File: src/rtl/adder_pkg.sv
// Shared constants and types for the memory-mapped adder peripheral.
package adder_pkg;

  localparam logic [1:0] IDX_OPA    = 2'd0;
  localparam logic [1:0] IDX_OPB    = 2'd1;
  localparam logic [1:0] IDX_SUM    = 2'd2;
  localparam logic [1:0] IDX_STATUS = 2'd3;

  localparam logic RESP_OKAY   = 1'b0;
  localparam logic RESP_SLVERR = 1'b1;

  typedef enum logic [1:0] {
    W_IDLE   = 2'd0,
    W_ACCEPT = 2'd1,
    W_RESP   = 2'd2
  } wr_state_e;

  typedef enum logic [1:0] {
    R_IDLE   = 2'd0,
    R_ACCEPT = 2'd1,
    R_DATA   = 2'd2
  } rd_state_e;

  // Only the two operand registers accept writes; SUM and STATUS are derived.
  function automatic logic idx_writable(input logic [1:0] idx);
    return (idx == IDX_OPA) || (idx == IDX_OPB);
  endfunction

endpackage

File: src/rtl/adder_regfile.sv
// Operand storage with byte-strobe writes, the sum/carry datapath and the read mux.
module adder_regfile
  import adder_pkg::*;
#(
  parameter int DATA_WIDTH = 32
) (
  input  logic                    clk_i,
  input  logic                    rst_i,
  input  logic                    wr_en_i,
  input  logic [1:0]              wr_idx_i,
  input  logic [DATA_WIDTH-1:0]   wr_data_i,
  input  logic [DATA_WIDTH/8-1:0] wr_strb_i,
  input  logic [1:0]              rd_idx_i,
  output logic [DATA_WIDTH-1:0]   rd_data_o
);

  logic [DATA_WIDTH-1:0] opa_q, opa_d;
  logic [DATA_WIDTH-1:0] opb_q, opb_d;
  logic [DATA_WIDTH:0]   sum_full;

  always_comb begin
    opa_d = opa_q;
    opb_d = opb_q;
    if (wr_en_i) begin
      for (int b = 0; b < DATA_WIDTH / 8; b++) begin
        if (wr_strb_i[b]) begin
          if (wr_idx_i == IDX_OPA) opa_d[b*8 +: 8] = wr_data_i[b*8 +: 8];
          if (wr_idx_i == IDX_OPB) opb_d[b*8 +: 8] = wr_data_i[b*8 +: 8];
        end
      end
    end
  end

  always_ff @(posedge clk_i or posedge rst_i) begin
    if (rst_i) begin
      opa_q <= '0;
      opb_q <= '0;
    end else begin
      opa_q <= opa_d;
      opb_q <= opb_d;
    end
  end

  // One extra bit holds the carry-out reported through STATUS.
  assign sum_full = {1'b0, opa_q} + {1'b0, opb_q};

  always_comb begin
    rd_data_o = '0;
    case (rd_idx_i)
      IDX_OPA:    rd_data_o = opa_q;
      IDX_OPB:    rd_data_o = opb_q;
      IDX_SUM:    rd_data_o = sum_full[DATA_WIDTH-1:0];
      IDX_STATUS: rd_data_o = {{(DATA_WIDTH-1){1'b0}}, sum_full[DATA_WIDTH]};
      default:    rd_data_o = '0;
    endcase
  end

endmodule

File: src/rtl/adder.sv
// AXI4-Lite-style slave front end: independent write and read handshake FSMs around adder_regfile.
module adder
  import adder_pkg::*;
#(
  parameter int DATA_WIDTH = 32,
  parameter int ADDR_WIDTH = 8
) (
  input  logic                    s1_axi_aclk,
  input  logic                    s1_axi_aresetn,
  input  logic [ADDR_WIDTH-1:0]   s1_axi_awaddr,
  input  logic                    s1_axi_awvalid,
  output logic                    s1_axi_awready,
  input  logic [DATA_WIDTH-1:0]   s1_axi_wdata,
  input  logic [DATA_WIDTH/8-1:0] s1_axi_wstrb,
  input  logic                    s1_axi_wvalid,
  output logic                    s1_axi_wready,
  output logic                    s1_axi_bresp,
  output logic                    s1_axi_bvalid,
  input  logic                    s1_axi_bready,
  input  logic [ADDR_WIDTH-1:0]   s1_axi_araddr,
  input  logic                    s1_axi_arvalid,
  output logic                    s1_axi_arready,
  output logic [DATA_WIDTH-1:0]   s1_axi_rdata,
  output logic                    s1_axi_rresp,
  output logic                    s1_axi_rvalid,
  input  logic                    s1_axi_rready,
  output logic [1:0]              dbg_wr_state_o,
  output logic [1:0]              dbg_rd_state_o
);

  // Handshake rule: a transfer completes on the rising edge where both valid
  // and ready are high; valid must then be held by its source until that edge.

  // The reset input is active-high despite its name.
  logic rst;
  assign rst = s1_axi_aresetn;

  wr_state_e             wr_state_q, wr_state_d;
  rd_state_e             rd_state_q, rd_state_d;
  logic                  bresp_q, bresp_d;
  logic [DATA_WIDTH-1:0] rdata_q, rdata_d;
  logic                  wr_fire;
  logic                  wr_en;
  logic [DATA_WIDTH-1:0] rd_data;
  logic                  unused_addr_bits;

  // Only addr[1:0] decodes; upper bits alias.
  assign unused_addr_bits = ^{s1_axi_awaddr[ADDR_WIDTH-1:2], s1_axi_araddr[ADDR_WIDTH-1:2]};

  always_comb begin
    wr_state_d = wr_state_q;
    bresp_d    = bresp_q;
    wr_fire    = 1'b0;
    case (wr_state_q)
      W_IDLE: begin
        if (s1_axi_awvalid && s1_axi_wvalid) wr_state_d = W_ACCEPT;
      end
      W_ACCEPT: begin
        if (s1_axi_awvalid && s1_axi_wvalid) begin
          wr_fire    = 1'b1;
          bresp_d    = idx_writable(s1_axi_awaddr[1:0]) ? RESP_OKAY : RESP_SLVERR;
          wr_state_d = W_RESP;
        end else begin
          wr_state_d = W_IDLE;
        end
      end
      W_RESP: begin
        if (s1_axi_bready) begin
          bresp_d    = RESP_OKAY;
          wr_state_d = W_IDLE;
        end
      end
      default: wr_state_d = W_IDLE;
    endcase
  end

  always_comb begin
    rd_state_d = rd_state_q;
    rdata_d    = rdata_q;
    case (rd_state_q)
      R_IDLE: begin
        if (s1_axi_arvalid) rd_state_d = R_ACCEPT;
      end
      R_ACCEPT: begin
        if (s1_axi_arvalid) begin
          rdata_d    = rd_data;
          rd_state_d = R_DATA;
        end else begin
          rd_state_d = R_IDLE;
        end
      end
      R_DATA: begin
        if (s1_axi_rready) rd_state_d = R_IDLE;
      end
      default: rd_state_d = R_IDLE;
    endcase
  end

  always_ff @(posedge s1_axi_aclk or posedge rst) begin
    if (rst) begin
      wr_state_q <= W_IDLE;
      rd_state_q <= R_IDLE;
      bresp_q    <= RESP_OKAY;
      rdata_q    <= '0;
    end else begin
      wr_state_q <= wr_state_d;
      rd_state_q <= rd_state_d;
      bresp_q    <= bresp_d;
      rdata_q    <= rdata_d;
    end
  end

  assign wr_en = wr_fire && idx_writable(s1_axi_awaddr[1:0]);

  // Read capture and register write share an edge, so a same-register read sees the old value.
  adder_regfile #(
    .DATA_WIDTH(DATA_WIDTH)
  ) u_regfile (
    .clk_i     (s1_axi_aclk),
    .rst_i     (rst),
    .wr_en_i   (wr_en),
    .wr_idx_i  (s1_axi_awaddr[1:0]),
    .wr_data_i (s1_axi_wdata),
    .wr_strb_i (s1_axi_wstrb),
    .rd_idx_i  (s1_axi_araddr[1:0]),
    .rd_data_o (rd_data)
  );

  assign s1_axi_awready = (wr_state_q == W_ACCEPT);
  assign s1_axi_wready  = (wr_state_q == W_ACCEPT);
  assign s1_axi_bvalid  = (wr_state_q == W_RESP);
  assign s1_axi_bresp   = bresp_q;
  assign s1_axi_arready = (rd_state_q == R_ACCEPT);
  assign s1_axi_rvalid  = (rd_state_q == R_DATA);
  assign s1_axi_rdata   = rdata_q;
  assign s1_axi_rresp   = RESP_OKAY;
  assign dbg_wr_state_o = wr_state_q;
  assign dbg_rd_state_o = rd_state_q;

endmodule

File: config.mk
export PLATFORM = sky130hd
export DESIGN_NAME = adder
export DESIGN_NICKNAME = d
export VERILOG_FILES = /design/src/rtl/adder_pkg.sv /design/src/rtl/adder_regfile.sv /design/src/rtl/adder.sv
export SDC_FILE = /design/constraint.sdc
export NUM_CORES = 1
export LEC_CHECK = 0
export BUFFER_PORTS_ARGS = -buffer_cell sky130_fd_sc_hd__buf_2
export CORE_ASPECT_RATIO = 1.4
export CORE_MARGIN = 2
export CORE_UTILIZATION = 30
export DETAILED_ROUTE_END_ITERATION = 10
export GPL_TIMING_DRIVEN = 0
export PLACE_DENSITY = 0.59
export SYNTH_ARGS = -nofsm -noshare
export SYNTH_HDL_FRONTEND = slang
export SYNTH_HIERARCHICAL = 1
export SYNTH_SLANG_ARGS = --single-unit
File: constraint.sdc
create_clock -name s1_axi_aclk -period 4.1 [get_ports s1_axi_aclk]
set_input_delay 1.025 -clock s1_axi_aclk [delete_from_list [all_inputs] [get_ports s1_axi_aclk]]
set_output_delay 1.025 -clock s1_axi_aclk [all_outputs]
set_load 0.005 [all_outputs]
## After elaboration in Yosys (flattened, before gate mapping)

Index checks and enable logic that the tools add are counted.

| storage, ports and cells | value |
|---|---|
| register bits | 101 |
| word-level logic and storage cells | 61 |

| cells by class | value |
|---|---|
| add/subtract/negate cells | 1 |
| equal/unequal tests | 13 |
| mux-type cells | 15 |
| reduce and logical (&&, ||, !) cells | 20 |

Operator list:

| cell | number |
|---|---|
| $pmux 32 s4 | 1 |
| $add 32x32->33 | 1 |
| $reduce_and 3->1 | 9 |
| $mux 2 | 6 |
| $pmux 2 s3 | 2 |
| $eq 2x1->1 const B | 4 |
| $eq 2x2->1 const B | 4 |
| $logic_not 2->1 | 4 |
| $ne 2x1->1 const B | 3 |
| $reduce_and 2->1 | 3 |
| $mux 1 | 5 |
| $ne 2x2->1 const B | 2 |
| $logic_and 1x1->1 | 2 |
| $pmux 1 s2 | 1 |
| $reduce_bool 2->1 | 1 |
| $logic_or 1x1->1 | 1 |

## Longest topological paths before layout

| logic depth | value |
|---|---|
| depth after elaboration | 5 |
| gate-level depth with buffers | 14 |

## By module

The synthesis kept the hierarchy.

Modules (own cells, without submodules):

| module | times used | cells an instance | area each (µm²) | seq. area each (µm²) |
|---|---|---|---|---|
| adder_regfile | 1 | 459 | 4554.4 | 1601.5 |
| adder | 1 | 93 | 1565.3 | 925.9 |

## Worst setup path before layout

Ideal clock, no wire load.

| path | value |
|---|---|
| kind | flip-flop to flip-flop |
| from | reg u_regfile.opa_q[0] |
| to | reg rdata_q[30] (netlist: s1_axi_rdata[30]) |
| arrival time | 2893 ps |
| slack | 1082 ps |
| cell stages (with the launch flop) | 15 |
| path buffers | 0 |
| clock period less this slack | 3018 ps |
| path through | dfrtp_1 > ha_1 > inv_1 > fa_1 > and2b_1 > o31a_2 > a21oi_2 > o21a_1 > o31a_1 > o31ai_4 > nand3_2 > a311oi_2 > xnor2_1 > o21ai_1 > mux2_4 |

| on the way | value |
|---|---|
| word-level cells in the longest chain between the ends | 2 |

RTL lines:

| what | RTL line | text |
|---|---|---|
| from (decl) | adder_regfile.sv:17 | `logic [DATA_WIDTH-1:0] opa_q, opa_d;` |
| from (signal assigned) | adder_regfile.sv:39 | `opa_q <= opa_d;` |
| $add 32x32->33 | adder_regfile.sv:45 | `assign sum_full = {1'b0, opa_q} + {1'b0, opb_q};` |
| $pmux 32 s4 | adder_regfile.sv:49 | `case (rd_idx_i)` |
| net rd_data[30] | adder.sv:44 | `logic [DATA_WIDTH-1:0] rd_data;` |
| to (signal assigned) | adder.sv:109 | `rdata_q <= rdata_d;` |
| to (decl) | adder.sv:41 | `logic [DATA_WIDTH-1:0] rdata_q, rdata_d;` |

The timed path passes the listed nets, and every way through them passes these cells.
A chain may end at the register's enable or synchronous reset.

## Final worst setup path

| path | value |
|---|---|
| from | reg u_regfile.opa_q[3] |
| to | reg rdata_q[25] (netlist: s1_axi_rdata[25]) |

The elaborated chain is that of the path after synthesis.

==> flow_summary.ini <==
[status]
status = finished, final reports clean

[global_routing]
track_usage = 0.150
first_global_vias = 4735
antenna_found_initial = 0
grt_first_pass_wirelength_um = 25500
maximum_number_of_pins_on_one_net_before_global_route_repair = 65
gr-total-overflow = 0

[synth]
netlist_top_cells_count = sky130_fd_sc_hd__dfrtp_1 (101), sky130_fd_sc_hd__mux2_2 (68), sky130_fd_sc_hd__nand2_1 (46)
number_of_flops_mapped_to_enable_cells_by_yosys = 0
synthMostInstantiatedCell = sky130_fd_sc_hd__dfrtp_1
synth_fp_nets = 644
post_synthesis_cell_area_sq_um = 6120
synthCells = 552
post-synth-top-area-cell = sky130_fd_sc_hd__dfrtp_1
sequential_area_share_after_synthesis = 0.413
yosysTopAreaCellShare = 0.413
synth_warnings = 6
share_of_async_settable_or_async_resettable_flops_after_synthesis = 1.00
syn_area_per_cell_sq_um = 11.1
synth-seq-cells = 101
synthFlopType = sky130_fd_sc_hd__dfrtp_1
synth.lib_cells_used.distinct = 58
post_synth_main_area_contributors = sky130_fd_sc_hd__dfrtp_1 (41%), sky130_fd_sc_hd__mux2_2 (13%), sky130_fd_sc_hd__mux2_4 (7.1%)

[floorplan]
placement_rows = 61
die_height_um = 173
ios = 102
dieWidth_um = 125
core_region_area_sq_um = 19900
die_area_sq_um = 21600
starting_utilization_of_the_core_area = 0.307

[hold_path]
holdCritPathClass = register to register
hold_path_startpoint = s1_axi_rdata[26]$_DFFE_PP0P_
worstHoldPathCells = 1
worst_hold_path.endpoint = s1_axi_rdata[26]$_DFFE_PP0P_

[worst_setup_path]
worst_setup_path_end_kind = register
worstPathArrival_ns = 3.83
timing.rr.start = u_regfile/opa_q[3]$_DFFE_PP0P_
critical-path-slowest-cell = sky130_fd_sc_hd__dfrtp_1
timing.setup.critical_path_class = register to register
reg2reg_to = s1_axi_rdata[25]$_DFFE_PP0P_
cp_common_cell = sky130_fd_sc_hd__a21oi_1
cp-start-kind = register
timing.reg2reg.setup_slack_ns = 0.50
cp_max_fo = 5
worst-r2r-cell-count = 12
critPathMaxStageDelay_ns = 0.40
path_cells = ha_1, a21o_1, a21oi_1, a21boi_0, o21ai_0, a21oi_1, o21ai_1, o21ai_1, a21oi_1, nor4b_1, or3_1, mux2_4
critPathRequiredTime_ns = 4.33

[routing]
vias_per_cell = 5.01
detail_route.drc_violations = 0
detailedRoute.firstPassIterationCount = 4
first_iter_violations = 189
num_vias = 4547
route.final.wire_length_um = 16100
final_antenna_net_count = 0
average_detailed_routed_wire_length_per_instance_um = 17.8

[sta]
grt_setup_unrepaired = no
final.period_utilization = 0.878
final_setup_violation_count = 0
max_slew_margin = 0.0771
finalMaxSlewViolations = 0
timing_worst_slew_pin_value_ns = 1.38
hold_viol = 0
fin_skew_ns = 0.00859
final_tns_setup_ns = 0
finalCriticalPeriod_ns = 3.60
max_freq_mhz = 278

[place]
gp_congestion = 0.872
dp.final_hpwl_um = 12100
numPortBuffers = 85

[clocking]
cts_resized = 0
cts.htree.levels = 3
clock-sinks = 101
number_of_buffers_created_by_cts = 9
clock_latency_ns = 0.35
post_cts_buffers = 0
cts-root-to-sink-buffers = 2
cts.clk_slew.worst_paths_ns = 0.07
ctsRootBufferMaster = sky130_fd_sc_hd__clkbuf_16
cts_hold_buffers_added = 0
clock_tree_from_tritoncts = done

[pwr]
total_leakage_power_uw = 0.00367
ir_drop_v = 0.000240
power_density_nw_per_um2 = 343

[finish]
final_util = 0.360
num-nets-final = 741
drive_gt1_frac = 0.329
area_growth_pct = 17.2

[job]
drv_cap = 0
==> critical path: cells and delay by family, from the launching register on <==
family / cells / cell delay (ns)
multiplexers: 1 / 0.27
flip-flops: 1 / 0.40
AO/OA/AOI/OAI: 8 / 1.98
AND/OR/NAND/NOR: 2 / 0.47
adder cells (fa/ha/maj): 1 / 0.37
==> cells in the final DEF, fill, tap and decap left out, types with 4 or more instances in the layout <==
master,count
sky130_fd_sc_hd__nand2b_1,8
sky130_fd_sc_hd__xor2_1,14
sky130_fd_sc_hd__nand4b_1,5
sky130_fd_sc_hd__mux2_2,68
sky130_fd_sc_hd__dfrtp_1,101
sky130_fd_sc_hd__a21oi_1,33
sky130_fd_sc_hd__a22oi_1,4
sky130_fd_sc_hd__clkbuf_1,14
sky130_fd_sc_hd__buf_2,85
sky130_fd_sc_hd__a21o_1,10
sky130_fd_sc_hd__o21a_1,5
sky130_fd_sc_hd__clkbuf_16,9
sky130_fd_sc_hd__nor2_1,18
sky130_fd_sc_hd__ha_1,32
sky130_fd_sc_hd__xnor2_1,12
sky130_fd_sc_hd__nor2b_1,9
sky130_fd_sc_hd__nand2_1,46
sky130_fd_sc_hd__mux2i_1,18
sky130_fd_sc_hd__inv_1,8
sky130_fd_sc_hd__o22ai_1,4
sky130_fd_sc_hd__nor3_1,7
sky130_fd_sc_hd__mux2_4,29
sky130_fd_sc_hd__o21ai_0,43
==> kinds of logic (layout without fill, tap and decap cells) <==
kind of cell | after synthesis | count (layout) | share of synthesized area
adders and majority gates | 33 | 33 | 0.0687
and+or+nand+nor | 117 | 117 | 0.101
muxes | 115 | 115 | 0.226
buffers and inverters | 31 | 133 | 0.0239
xor gates and xnor gates | 26 | 26 | 0.0372
DFF | 101 | 101 | 0.413
AOI/OAI and AO/OA | 128 | 128 | 0.130
other | 1 | 2 | 0.000613
==> sequential cells by signal, summed over array words and instances, names as in the netlist <==
signal,count
s1_axi_rdata,32
u_regfile/opa_q,32
u_regfile/opb_q,32
dbg_rd_state_o,2
dbg_wr_state_o,2
s1_axi_bresp,1
==> layout make-up <==
class / instances / area [sq um]
inverter: 11 / 43.8
timing repair buffer: 86 / 445
clock buffer: 11 / 243
sequential: 101 / 2530
fill: 2005 / 12700
buffer: 20 / 105
antenna: 1 / 2.50
tap: 252 / 315
clock inverter: 5 / 35.0
multi-input combinational: 420 / 3460
==> worst max-delay path by stage <==
stage,cells past startpoint,startpoint,end,slack [ns]
floorplan,14,u_regfile/opa_q[0]$_DFFE_PP0P_,s1_axi_rdata[30]$_DFFE_PP0P_,1.08
global placement,6,s1_axi_wvalid,u_regfile/opa_q[26]$_DFFE_PP0P_,0.41
detailed placement,6,s1_axi_wvalid,u_regfile/opa_q[14]$_DFFE_PP0P_,0.47
CTS,12,u_regfile/opa_q[3]$_DFFE_PP0P_,s1_axi_rdata[25]$_DFFE_PP0P_,0.58
global route,12,u_regfile/opa_q[3]$_DFFE_PP0P_,s1_axi_rdata[25]$_DFFE_PP0P_,0.35
finish,12,u_regfile/opa_q[3]$_DFFE_PP0P_,s1_axi_rdata[25]$_DFFE_PP0P_,0.50
==> metrics by stage <==
stage,hold slack (ns),setup slack [ns],total power (uW),cell area [sq um],cells
after floorplan,0.487,1.08,1490,6120,552
after global placement,0.490,0.408,1660,6860,889
after detailed placement,0.487,0.470,1670,6890,890
after CTS,0.508,0.583,2500,7170,906
after global routing,0.520,0.348,2600,7170,906
final,0.504,0.498,2460,7170,907
==> layer usage <==
layer | vias to the layer above | track usage | share of wire
met3 | 23 | 0.0294 | 0.042
met4 | 0 | 0.0534 | 0.027
li1 | 2216 | - | -
met5 | - | 0 | 0
met1 | 2225 | 0.175 | 0.41
met2 | 83 | 0.273 | 0.52
==> report_power, final <==
part	switching [uW]	leakage, uW	total, uW	internal [uW]
logic	240	0.00215	491	251
registers	66.0	0.00138	1160	1090
clock network	387	0.000136	817	430
No activity file was read; power rests on OpenSTA's default activity.
